## config.mk

```make
export PLATFORM = sky130hd
export DESIGN_NAME = mc_control_fsm_flat
export DESIGN_NICKNAME = d
export VERILOG_FILES = /design/src/rtl/mc_pkg.sv /design/src/rtl/mc_control_fsm_if.sv /design/src/rtl/mc_next_state.sv /design/src/rtl/mc_control_fsm.sv /design/src/flat_wrapper.sv
export SDC_FILE = /design/constraint.sdc
export NUM_CORES = 1
export LEC_CHECK = 0
export ABC_AREA = 1
export BUFFER_PORTS_ARGS = -buffer_cell sky130_fd_sc_hd__buf_2
export CORE_MARGIN = 4
export CORE_UTILIZATION = 54
export DETAILED_ROUTE_END_ITERATION = 12
export PLACE_DENSITY = 0.86
export RECOVER_POWER = 50
export SLEW_MARGIN = 30
export SYNTH_ARGS = -nofsm -noshare
export SYNTH_HDL_FRONTEND = slang
export SYNTH_SLANG_ARGS = --single-unit
```

## constraint.sdc

```tcl
create_clock -name clk -period 1.7 [get_ports clk]
set_clock_uncertainty 0.2 [all_clocks]
set_input_delay 0 -clock clk [delete_from_list [all_inputs] [get_ports clk]]
set_output_delay 0 -clock clk [all_outputs]
set_load 0.03 [all_outputs]
```

## src/rtl/mc_pkg.sv

```systemverilog
// Shared encodings for the multi-cycle MIPS control sequencer.
package mc_pkg;

  localparam logic [5:0] OP_RTYPE = 6'b000000;
  localparam logic [5:0] OP_LW    = 6'b100011;
  localparam logic [5:0] OP_SW    = 6'b101011;
  localparam logic [5:0] OP_BEQ   = 6'b000100;
  localparam logic [5:0] OP_J     = 6'b000010;
  localparam logic [5:0] OP_ADDI  = 6'b001000;
  localparam logic [5:0] OP_ANDI  = 6'b001100;
  localparam logic [5:0] OP_ORI   = 6'b001101;
  localparam logic [5:0] OP_SLTI  = 6'b001010;

  localparam logic [2:0] ALU_ADD   = 3'b000;
  localparam logic [2:0] ALU_SUB   = 3'b001;
  localparam logic [2:0] ALU_FUNCT = 3'b010;
  localparam logic [2:0] ALU_AND   = 3'b011;
  localparam logic [2:0] ALU_OR    = 3'b100;
  localparam logic [2:0] ALU_SLT   = 3'b101;

  localparam logic [1:0] SRCB_B      = 2'b00;
  localparam logic [1:0] SRCB_FOUR   = 2'b01;
  localparam logic [1:0] SRCB_IMM    = 2'b10;
  localparam logic [1:0] SRCB_IMM_SH = 2'b11;

  localparam logic [1:0] PCSRC_ALU    = 2'b00;
  localparam logic [1:0] PCSRC_ALUOUT = 2'b01;
  localparam logic [1:0] PCSRC_JUMP   = 2'b10;

  typedef enum logic [3:0] {
    IDLE      = 4'd0,
    FETCH     = 4'd1,
    DECODE    = 4'd2,
    MEM_ADDR  = 4'd3,
    MEM_READ  = 4'd4,
    MEM_WB    = 4'd5,
    MEM_WRITE = 4'd6,
    R_EXEC    = 4'd7,
    R_WB      = 4'd8,
    I_EXEC    = 4'd9,
    I_WB      = 4'd10,
    BRANCH    = 4'd11,
    JUMP      = 4'd12,
    ILLEGAL   = 4'd13
  } state_t;

  function automatic logic [2:0] imm_alu_op(input logic [5:0] op);
    case (op)
      OP_ANDI: return ALU_AND;
      OP_ORI:  return ALU_OR;
      OP_SLTI: return ALU_SLT;
      default: return ALU_ADD;
    endcase
  endfunction

endpackage

```

## src/rtl/mc_control_fsm_if.sv

```systemverilog
// Control/status bundle between the sequencer and the MIPS datapath.
interface mc_control_fsm_if #(parameter int CNT_W = 32);
  logic [5:0]       OpCode;
  logic             Zero;
  logic             mem_ready;
  logic             PCEn;
  logic             IorD;
  logic             MemRead;
  logic             MemWrite;
  logic             IRWrite;
  logic             MemToReg;
  logic             RegDst;
  logic             RegWrite;
  logic             ALUSrcA;
  logic [1:0]       ALUSrcB;
  logic [2:0]       ALUOp;
  logic [1:0]       PCSource;
  logic             illegal;
  logic [3:0]       state;
  logic [CNT_W-1:0] retired;

  modport master (
    input  OpCode, Zero, mem_ready,
    output PCEn, IorD, MemRead, MemWrite, IRWrite, MemToReg, RegDst, RegWrite,
           ALUSrcA, ALUSrcB, ALUOp, PCSource, illegal, state, retired
  );

  modport slave (
    output OpCode, Zero, mem_ready,
    input  PCEn, IorD, MemRead, MemWrite, IRWrite, MemToReg, RegDst, RegWrite,
           ALUSrcA, ALUSrcB, ALUOp, PCSource, illegal, state, retired
  );
endinterface

```

## src/rtl/mc_next_state.sv

```systemverilog
// Next-state logic of the multi-cycle sequencer; purely combinational.
module mc_next_state
  import mc_pkg::*;
(
  input  state_t     i_state,
  input  logic [5:0] i_opcode,
  input  logic       i_mem_ready,
  output state_t     o_next_state
);

  always_comb begin
    o_next_state = i_state;
    case (i_state)
      IDLE:      o_next_state = FETCH;
      FETCH:     if (i_mem_ready) o_next_state = DECODE;
      DECODE: begin
        case (i_opcode)
          OP_RTYPE:                           o_next_state = R_EXEC;
          OP_LW, OP_SW:                       o_next_state = MEM_ADDR;
          OP_BEQ:                             o_next_state = BRANCH;
          OP_J:                               o_next_state = JUMP;
          OP_ADDI, OP_ANDI, OP_ORI, OP_SLTI:  o_next_state = I_EXEC;
          default:                            o_next_state = ILLEGAL;
        endcase
      end
      // Only lw and sw reach MEM_ADDR, so the sw test alone selects the path.
      MEM_ADDR:  o_next_state = (i_opcode == OP_SW) ? MEM_WRITE : MEM_READ;
      MEM_READ:  if (i_mem_ready) o_next_state = MEM_WB;
      MEM_WB:    o_next_state = FETCH;
      MEM_WRITE: if (i_mem_ready) o_next_state = FETCH;
      R_EXEC:    o_next_state = R_WB;
      R_WB:      o_next_state = FETCH;
      I_EXEC:    o_next_state = I_WB;
      I_WB:      o_next_state = FETCH;
      BRANCH:    o_next_state = FETCH;
      JUMP:      o_next_state = FETCH;
      ILLEGAL:   o_next_state = ILLEGAL;
      default:   o_next_state = IDLE;
    endcase
  end

endmodule

```

## src/rtl/mc_control_fsm.sv

```systemverilog
// Multi-cycle MIPS control sequencer: state register, Moore output decode,
// sticky illegal-opcode flag and retired-instruction counter.
//   IDLE reset | FETCH read instr | DECODE branch target | MEM_ADDR ld/st addr
//   MEM_READ/MEM_WRITE memory access | MEM_WB load writeback | R_EXEC/R_WB R-type
//   I_EXEC/I_WB immediate ops | BRANCH beq | JUMP j | ILLEGAL trapped until reset
module mc_control_fsm
  import mc_pkg::*;
#(
  parameter int CNT_W = 32
) (
  input  logic               clk,
  input  logic               rst,
  mc_control_fsm_if.master   bus
);

  state_t           r_state;
  state_t           w_next_state;
  logic             r_illegal;
  logic [CNT_W-1:0] r_retired;
  logic             w_retire;

  logic       w_pc_write;
  logic       w_pc_write_cond;
  logic       w_iord;
  logic       w_mem_read;
  logic       w_mem_write;
  logic       w_ir_write;
  logic       w_mem_to_reg;
  logic       w_reg_dst;
  logic       w_reg_write;
  logic       w_alu_src_a;
  logic [1:0] w_alu_src_b;
  logic [2:0] w_alu_op;
  logic [1:0] w_pc_source;

  mc_next_state u_next_state (
    .i_state      (r_state),
    .i_opcode     (bus.OpCode),
    .i_mem_ready  (bus.mem_ready),
    .o_next_state (w_next_state)
  );

  assign w_retire = (r_state inside {MEM_WB, R_WB, I_WB, BRANCH, JUMP}) ||
                    ((r_state == MEM_WRITE) && bus.mem_ready);

  always_ff @(posedge clk or posedge rst) begin
    if (rst) begin
      r_state   <= IDLE;
      r_illegal <= 1'b0;
      r_retired <= '0;
    end else begin
      r_state <= w_next_state;
      if (w_next_state == ILLEGAL) r_illegal <= 1'b1;
      if (w_retire) r_retired <= r_retired + CNT_W'(1);
    end
  end

  always_comb begin
    w_pc_write      = 1'b0;
    w_pc_write_cond = 1'b0;
    w_iord          = 1'b0;
    w_mem_read      = 1'b0;
    w_mem_write     = 1'b0;
    w_ir_write      = 1'b0;
    w_mem_to_reg    = 1'b0;
    w_reg_dst       = 1'b0;
    w_reg_write     = 1'b0;
    w_alu_src_a     = 1'b0;
    w_alu_src_b     = SRCB_B;
    w_alu_op        = ALU_ADD;
    w_pc_source     = PCSRC_ALU;
    case (r_state)
      FETCH: begin
        w_mem_read  = 1'b1;
        w_alu_src_b = SRCB_FOUR;
        w_ir_write  = bus.mem_ready;
        w_pc_write  = bus.mem_ready;
      end
      DECODE:    w_alu_src_b = SRCB_IMM_SH;
      MEM_ADDR: begin
        w_alu_src_a = 1'b1;
        w_alu_src_b = SRCB_IMM;
      end
      MEM_READ: begin
        w_mem_read = 1'b1;
        w_iord     = 1'b1;
      end
      MEM_WB: begin
        w_mem_to_reg = 1'b1;
        w_reg_write  = 1'b1;
      end
      MEM_WRITE: begin
        w_mem_write = 1'b1;
        w_iord      = 1'b1;
      end
      R_EXEC: begin
        w_alu_src_a = 1'b1;
        w_alu_op    = ALU_FUNCT;
      end
      R_WB: begin
        w_reg_dst   = 1'b1;
        w_reg_write = 1'b1;
      end
      I_EXEC: begin
        w_alu_src_a = 1'b1;
        w_alu_src_b = SRCB_IMM;
        w_alu_op    = imm_alu_op(bus.OpCode);
      end
      I_WB:      w_reg_write = 1'b1;
      BRANCH: begin
        w_alu_src_a     = 1'b1;
        w_alu_op        = ALU_SUB;
        w_pc_write_cond = 1'b1;
        w_pc_source     = PCSRC_ALUOUT;
      end
      JUMP: begin
        w_pc_write  = 1'b1;
        w_pc_source = PCSRC_JUMP;
      end
      default: ;
    endcase
  end

  assign bus.PCEn     = w_pc_write | (w_pc_write_cond & bus.Zero);
  assign bus.IorD     = w_iord;
  assign bus.MemRead  = w_mem_read;
  assign bus.MemWrite = w_mem_write;
  assign bus.IRWrite  = w_ir_write;
  assign bus.MemToReg = w_mem_to_reg;
  assign bus.RegDst   = w_reg_dst;
  assign bus.RegWrite = w_reg_write;
  assign bus.ALUSrcA  = w_alu_src_a;
  assign bus.ALUSrcB  = w_alu_src_b;
  assign bus.ALUOp    = w_alu_op;
  assign bus.PCSource = w_pc_source;
  assign bus.illegal  = r_illegal;
  assign bus.state    = r_state;
  assign bus.retired  = r_retired;

endmodule

```

## src/flat_wrapper.sv

```systemverilog
// flat-port wrapper written by rule: the top's interface ports become plain ports
module mc_control_fsm_flat import mc_pkg::*;
#(
  parameter int CNT_W = 32
)
  (clk, rst, bus_OpCode, bus_Zero, bus_mem_ready, bus_PCEn, bus_IorD, bus_MemRead, bus_MemWrite, bus_IRWrite, bus_MemToReg, bus_RegDst, bus_RegWrite, bus_ALUSrcA, bus_ALUSrcB, bus_ALUOp, bus_PCSource, bus_illegal, bus_state, bus_retired);
  mc_control_fsm_if #(.CNT_W(CNT_W)) bus_i ();
  input  logic clk;
  input  logic rst;
  input wire logic [$bits(bus_i.OpCode)-1:0] bus_OpCode;
  input wire logic [$bits(bus_i.Zero)-1:0] bus_Zero;
  input wire logic [$bits(bus_i.mem_ready)-1:0] bus_mem_ready;
  output wire logic [$bits(bus_i.PCEn)-1:0] bus_PCEn;
  output wire logic [$bits(bus_i.IorD)-1:0] bus_IorD;
  output wire logic [$bits(bus_i.MemRead)-1:0] bus_MemRead;
  output wire logic [$bits(bus_i.MemWrite)-1:0] bus_MemWrite;
  output wire logic [$bits(bus_i.IRWrite)-1:0] bus_IRWrite;
  output wire logic [$bits(bus_i.MemToReg)-1:0] bus_MemToReg;
  output wire logic [$bits(bus_i.RegDst)-1:0] bus_RegDst;
  output wire logic [$bits(bus_i.RegWrite)-1:0] bus_RegWrite;
  output wire logic [$bits(bus_i.ALUSrcA)-1:0] bus_ALUSrcA;
  output wire logic [$bits(bus_i.ALUSrcB)-1:0] bus_ALUSrcB;
  output wire logic [$bits(bus_i.ALUOp)-1:0] bus_ALUOp;
  output wire logic [$bits(bus_i.PCSource)-1:0] bus_PCSource;
  output wire logic [$bits(bus_i.illegal)-1:0] bus_illegal;
  output wire logic [$bits(bus_i.state)-1:0] bus_state;
  output wire logic [$bits(bus_i.retired)-1:0] bus_retired;
  assign bus_i.OpCode = bus_OpCode;
  assign bus_i.Zero = bus_Zero;
  assign bus_i.mem_ready = bus_mem_ready;
  assign bus_PCEn = bus_i.PCEn;
  assign bus_IorD = bus_i.IorD;
  assign bus_MemRead = bus_i.MemRead;
  assign bus_MemWrite = bus_i.MemWrite;
  assign bus_IRWrite = bus_i.IRWrite;
  assign bus_MemToReg = bus_i.MemToReg;
  assign bus_RegDst = bus_i.RegDst;
  assign bus_RegWrite = bus_i.RegWrite;
  assign bus_ALUSrcA = bus_i.ALUSrcA;
  assign bus_ALUSrcB = bus_i.ALUSrcB;
  assign bus_ALUOp = bus_i.ALUOp;
  assign bus_PCSource = bus_i.PCSource;
  assign bus_illegal = bus_i.illegal;
  assign bus_state = bus_i.state;
  assign bus_retired = bus_i.retired;
  mc_control_fsm #(.CNT_W(CNT_W)) u_core (.clk(clk), .rst(rst), .bus(bus_i));
endmodule
```

Word level (Yosys, flattened, before mapping)
Index checks and enable logic that the tools add are counted.
W data, S select, Z words.
{"block": "classes", "n_bitwise": 2, "mux": 20, "addsub": 1, "magnitude_cmp": 0, "multipliers": 0, "eq_ne": 22, "reduce_logical": 13, "n_shift": 0, "div_mod_pow": 0}
{"cell": "$pmux W4 S9", "count": 1}
{"cell": "$add A32 B1 Y32 const B", "count": 1}
{"cell": "$eq A4 B4 Y1 const B", "count": 7}
{"cell": "$eq A6 B4 Y1 const B", "count": 4}
{"cell": "$pmux W4 S5", "count": 1}
{"cell": "$pmux W3 S3", "count": 2}
{"cell": "$eq A4 B3 Y1 const B", "count": 4}
{"cell": "$eq A6 B6 Y1 const B", "count": 2}
{"cell": "$mux W4", "count": 3}
{"cell": "$mux W1", "count": 9}
{"cell": "$eq A4 B2 Y1 const B", "count": 2}
{"cell": "$reduce_or A2 Y1", "count": 4}
{"cell": "$reduce_or A4 Y1", "count": 2}
{"cell": "$eq A6 B2 Y1 const B", "count": 1}
{"cell": "$eq A6 B3 Y1 const B", "count": 1}
{"cell": "$logic_not A6 Y1", "count": 1}
{"cell": "$pmux W2 S3", "count": 1}
{"cell": "$reduce_or A6 Y1", "count": 1}
{"cell": "$reduce_bool A5 Y1", "count": 1}
{"cell": "$eq A4 B1 Y1 const B", "count": 1}
{"cell": "$logic_not A4 Y1", "count": 1}
{"cell": "$pmux W2 S2", "count": 1}
{"cell": "$reduce_or A3 Y1", "count": 1}
{"cell": "$mux W2", "count": 1}
{"cell": "other kinds (5)", "count": 5}
{"block": "word_totals", "latch_bits": 0, "word_cells": 61, "memories": 0, "ff_bits": 37, "mem_bits_rw": 0, "mem_bits_ro": 0, "in_bits": 10, "output_inout_bits": 53}

Longest topological paths before layout
{"block": "logic_depth", "ltp_word": 5, "mapped_depth": 10, "mapped_depth_nobuf": 10}

Cells and area by module
From an unflattened synthesis, not the netlist that was laid out.
{"block": "unflattened", "hier_cells": 467, "area_unflattened_um2": 2763.9}
{"mod": "mc_control_fsm", "area_per_inst_um2": 2479.9, "seq_area_each_um2": 925.9, "n_inst": 1, "cells_each": 402}
{"mod": "mc_next_state", "area_per_inst_um2": 284.0, "seq_area_each_um2": 0.0, "n_inst": 1, "cells_each": 65}

Worst setup path before layout
No wires, ideal clock.
{"block": "synth_timing", "kind": "register to register", "startpoint": "reg u_core.r_state[3], in the netlist u_core.bus.state[3]", "endpoint": "reg u_core.r_retired[12], in the netlist u_core.bus.retired[12]", "path_buffers": 1, "stages_incl_launch_ff": 9, "period_less_slack_ns": 2.156, "setup_ns": 0.134, "t_required_ns": 1.366, "path_slack_ns": -0.456, "t_arrival_ns": 1.821, "path_cell_list": "dfrtp_1 inv_1 nand2_2 nor2_1 nand2_1 nand3_2 buf_6 nand2_1 xnor2_1"}
{"block": "synth_via", "elab_chain_cells": 3, "elab_cells_between_ends": 9, "classes_between": "eq/ne (6); reduce/logical (3)"}
{"element": "start, declared", "line": "mc_control_fsm.sv:16", "text": "state_t r_state;"}
{"element": "start signal, assigned", "line": "mc_control_fsm.sv:52", "text": "r_state <= w_next_state;"}
{"element": "$eq A4 B3 Y1 (tied with other cells)", "line": "mc_control_fsm.sv:43", "text": "assign w_retire = (r_state inside {MEM_WB, R_WB, I_WB, BRANCH, JUMP}) ||"}
{"element": "$reduce_bool A5 Y1 or $logic_and A1 B1 Y1 (tied branches)", "line": "mc_control_fsm.sv:43, mc_control_fsm.sv:44"}
{"element": "$logic_or A1 B1 Y1 *", "line": "mc_control_fsm.sv:43"}
{"element": "end signal, assigned", "line": "mc_control_fsm.sv:54", "text": "if (w_retire) r_retired <= r_retired + CNT_W'(1);"}
{"element": "end, declared", "line": "mc_control_fsm.sv:19", "text": "logic [CNT_W-1:0] r_retired;"}
Mark *: on every way between the ends. The rest lies on a longest branch, timed or not.
A chain may end at the register's enable or synchronous reset.

Final worst setup path
{"block": "layout_timing", "startpoint": "reg u_core.r_retired[7], in the netlist u_core.bus.retired[7]", "endpoint": "reg u_core.r_retired[22], in the netlist u_core.bus.retired[22]"}
{"block": "layout_via", "elab_chain_cells": 1}
{"element": "$add A32 B1 Y32", "line": "mc_control_fsm.sv:54"}
Every way passes these cells.

==> flow_summary.ini <==
[timing]
worstMarginPinSlew_ps = 952
finalHoldViolCount = 0
fmax_mhz = 505
fin_crit_ps = 1980
setup_slack_ps = -279
tns_ps = -5400
relSlewSlack_pct = 36.5
period_share_pct = 116
rsz0062_at_grt = yes
hold_ws_ps = 61.5
drv_slew = 0
setup_viol = 46

[route]
drc = 0
dr.first_iter.drc_count = 686
highest_layer = met4
wirelength_um = 13700
drtAntennaViolNets = 0
dr.pass1.iters = 8
vias = 3891
via_per_inst = 6.66
detail_route.wl_per_cell_um = 23.5
met1_length_um = 4610
wl_met3_um = 1930
dr_wl_met2_um = 5990

[layout]
areaGrowthSynthToFinish_pct = 67.9
drive_above_1_share_pct = 52.1
instances_no_fill = 584
multi_input_area_um2 = 1950
fin_util_pct = 95.3
final_area_um2 = 4240
fill_cells = 124
diodes = 0
seq_area_um2 = 950
nets = 542

[global_routing]
grt_antenna_before_repair = 0
grt_max_degree = 38
grt_pass1_wl_um = 16100
grtUsageTotal_pct = 33.7
first_global_vias = 3384
grt_overflow = 0

[critical_path]
worst_path_max_delay_cell = dfrtp_1
path_cells = nand2_2 > nor2_2 > nand2_1 > nor2_1 > nand2_1 > xnor2_1 > nand2_1 > nand2_2
crit_family = simple AND/OR/NAND/NOR gates
path_buf_inv = 0
arrival_ps = 2020
crit_type = register to register
rrSetupSlack_ps = -280
max_stage_delay_ps = 540
r2r.worst_path.cells = 8
required_ps = 1740
critical_path_depth = 8
critPathMostFrequentCell = nand2_1
start_kind = register
crit_fanout = 3
end_kind = register

[place]
dpl_cell_area_um2 = 3280
gp_congestion = 1.04
post-place-ws_ps = -46.3
dp_hpwl_um = 5810
placed_cells = 540
io_buffer_count = 62

[floorplanning]
die_width_um = 76.3
die_h_um = 76.3
dieArea_um2 = 5830
initial_core_util_pct = 56.8
num_io_pins = 63
std_cell_rows = 24
core_um2 = 4440

[synth]
synthCells = 392
synth_seq_area_share_pct = 36.7
synth_cell_type_count = 25
synth_warnings = 0
netlist_area_um2 = 2520
yosys-top-cells-area = dfrtp_1 (37%), nand2_1 (24%), nor2_1 (9.8%)
avgSynthCellArea_um2 = 6.43
syn-num-nets = 403
yosysTopAreaCell = dfrtp_1
synth_top_cell_area_share_pct = 36.7
ys_seq_elements = 37

[power_and_ir_drop]
p_leak_nw = 2.09
power_density_nw_per_um2 = 1380
max-vdd-ir-drop_mv = 1.42
power.total_mw = 5.85

[clocking]
cts_tree = built
path_clk_slew_ps = 90
cts_num_sinks = 37
clockBufferDepth = 2
cts_inserted_buffers = 5
cts_root_buf = clkbuf_8
clk_latency_ps = 310
h-tree-depth = 2

[min_path]
hold_depth = 5
hp-class = primary input to register

[status]
violations = negative setup slack
status = finished, violations left

[job]
maxCapViolCount = 0
## kinds of logic after synthesis
logic type	after synthesis	share of synthesized area, %
buffers and inverters	41	6.70
DFF	37	36.7
and+or+nand+nor	280	46.2
adders and majority gates	1	0.496
AOI/OAI and AO/OA	14	3.32
xor gates and xnor gates	19	6.60
## flip-flops by register name, summed over array words and instances, names as in the netlist
name,flops
u_core.bus.illegal,1
u_core.bus.retired,32
u_core.bus.state,4
## cell type report
cell class              count  area share (%)
clock buffers               7            2.27
well taps                  52            1.54
clock inverters             1           0.118
inverters                  36            3.60
multi-input cells         314            46.0
repair buffers            134            23.1
flip-flops and latches     37            22.4
repair inverters            3           0.916
## synth_stat cells
| cell type | count |
|---|---|
| xor2_1 | 7 |
| nand2_2 | 2 |
| o21ai_0 | 4 |
| nor2_2 | 4 |
| xnor2_1 | 12 |
| buf_6 | 1 |
| a211o_1 | 1 |
| ha_1 | 1 |
| nor3_1 | 9 |
| nand3b_1 | 12 |
| nand2_1 | 164 |
| nand4_1 | 7 |
| buf_4 | 1 |
| inv_1 | 32 |
| o311ai_0 | 1 |
| dfrtp_1 | 37 |
| a21oi_1 | 3 |
| o22ai_1 | 2 |
| o21ai_1 | 2 |
| inv_2 | 4 |
| a311oi_1 | 1 |
| nand3_1 | 15 |
| nor2_1 | 66 |
| nand3_2 | 1 |
| buf_2 | 3 |
## worst reg2reg max path: cells and delay by family, from the launching register on
kind / cells / cell delay, ps
simple gates: 7 / 900
xor+xnor: 1 / 260
flops: 1 / 540
## where the power goes
group	switching, mW	internal [mW]
clock	0.365	0.368
sequential	0.239	1.02
combinational	2.40	1.46
total	3.00	2.85
## per-layer routing
metal / global-route usage, % / vias to the layer above
met3: 6.62 / 153
met1: 40.6 / 1757
li1: - / 1501
met4: 18.3 / 0
met5: 0 / -
met2: 56.7 / 480
## cell usage in the layout (no fill, tap or decap), types with 12 or more instances in the layout
master,netlist,layout
buf_2,3,47
buf_4,1,58
buf_6,1,13
dfrtp_1,37,18
dfrtp_2,0,19
inv_1,32,26
nand2_1,164,114
nand2_2,2,41
nand3b_1,12,12
nor2_1,66,31
nor2_2,4,18
nor2_4,0,21
## worst paths after layout
path / from / to
worst max-delay path: u_core.bus.retired[7] / u_core.bus.retired[22]
worst min register to register: u_core.bus.illegal / u_core.bus.illegal
min in group asynchronous: rst / u_core.bus.retired[7]
max in group asynchronous: rst / u_core.bus.retired[13]
worst max register to register: u_core.bus.retired[7] / u_core.bus.retired[22]
worst min-delay path: bus_mem_ready / u_core.bus.state[1]
## what timing repair did
action                                 CTS  global route
pin swaps                                9            38
setup endpoints to repair               36            48
buffers inserted                         9            17
endpoints found under the hold margin   40             0
gates cloned                             0             3
resized for setup                       36           142
hold buffers                             9             0
No activity file was read; power rests on OpenSTA's default activity.
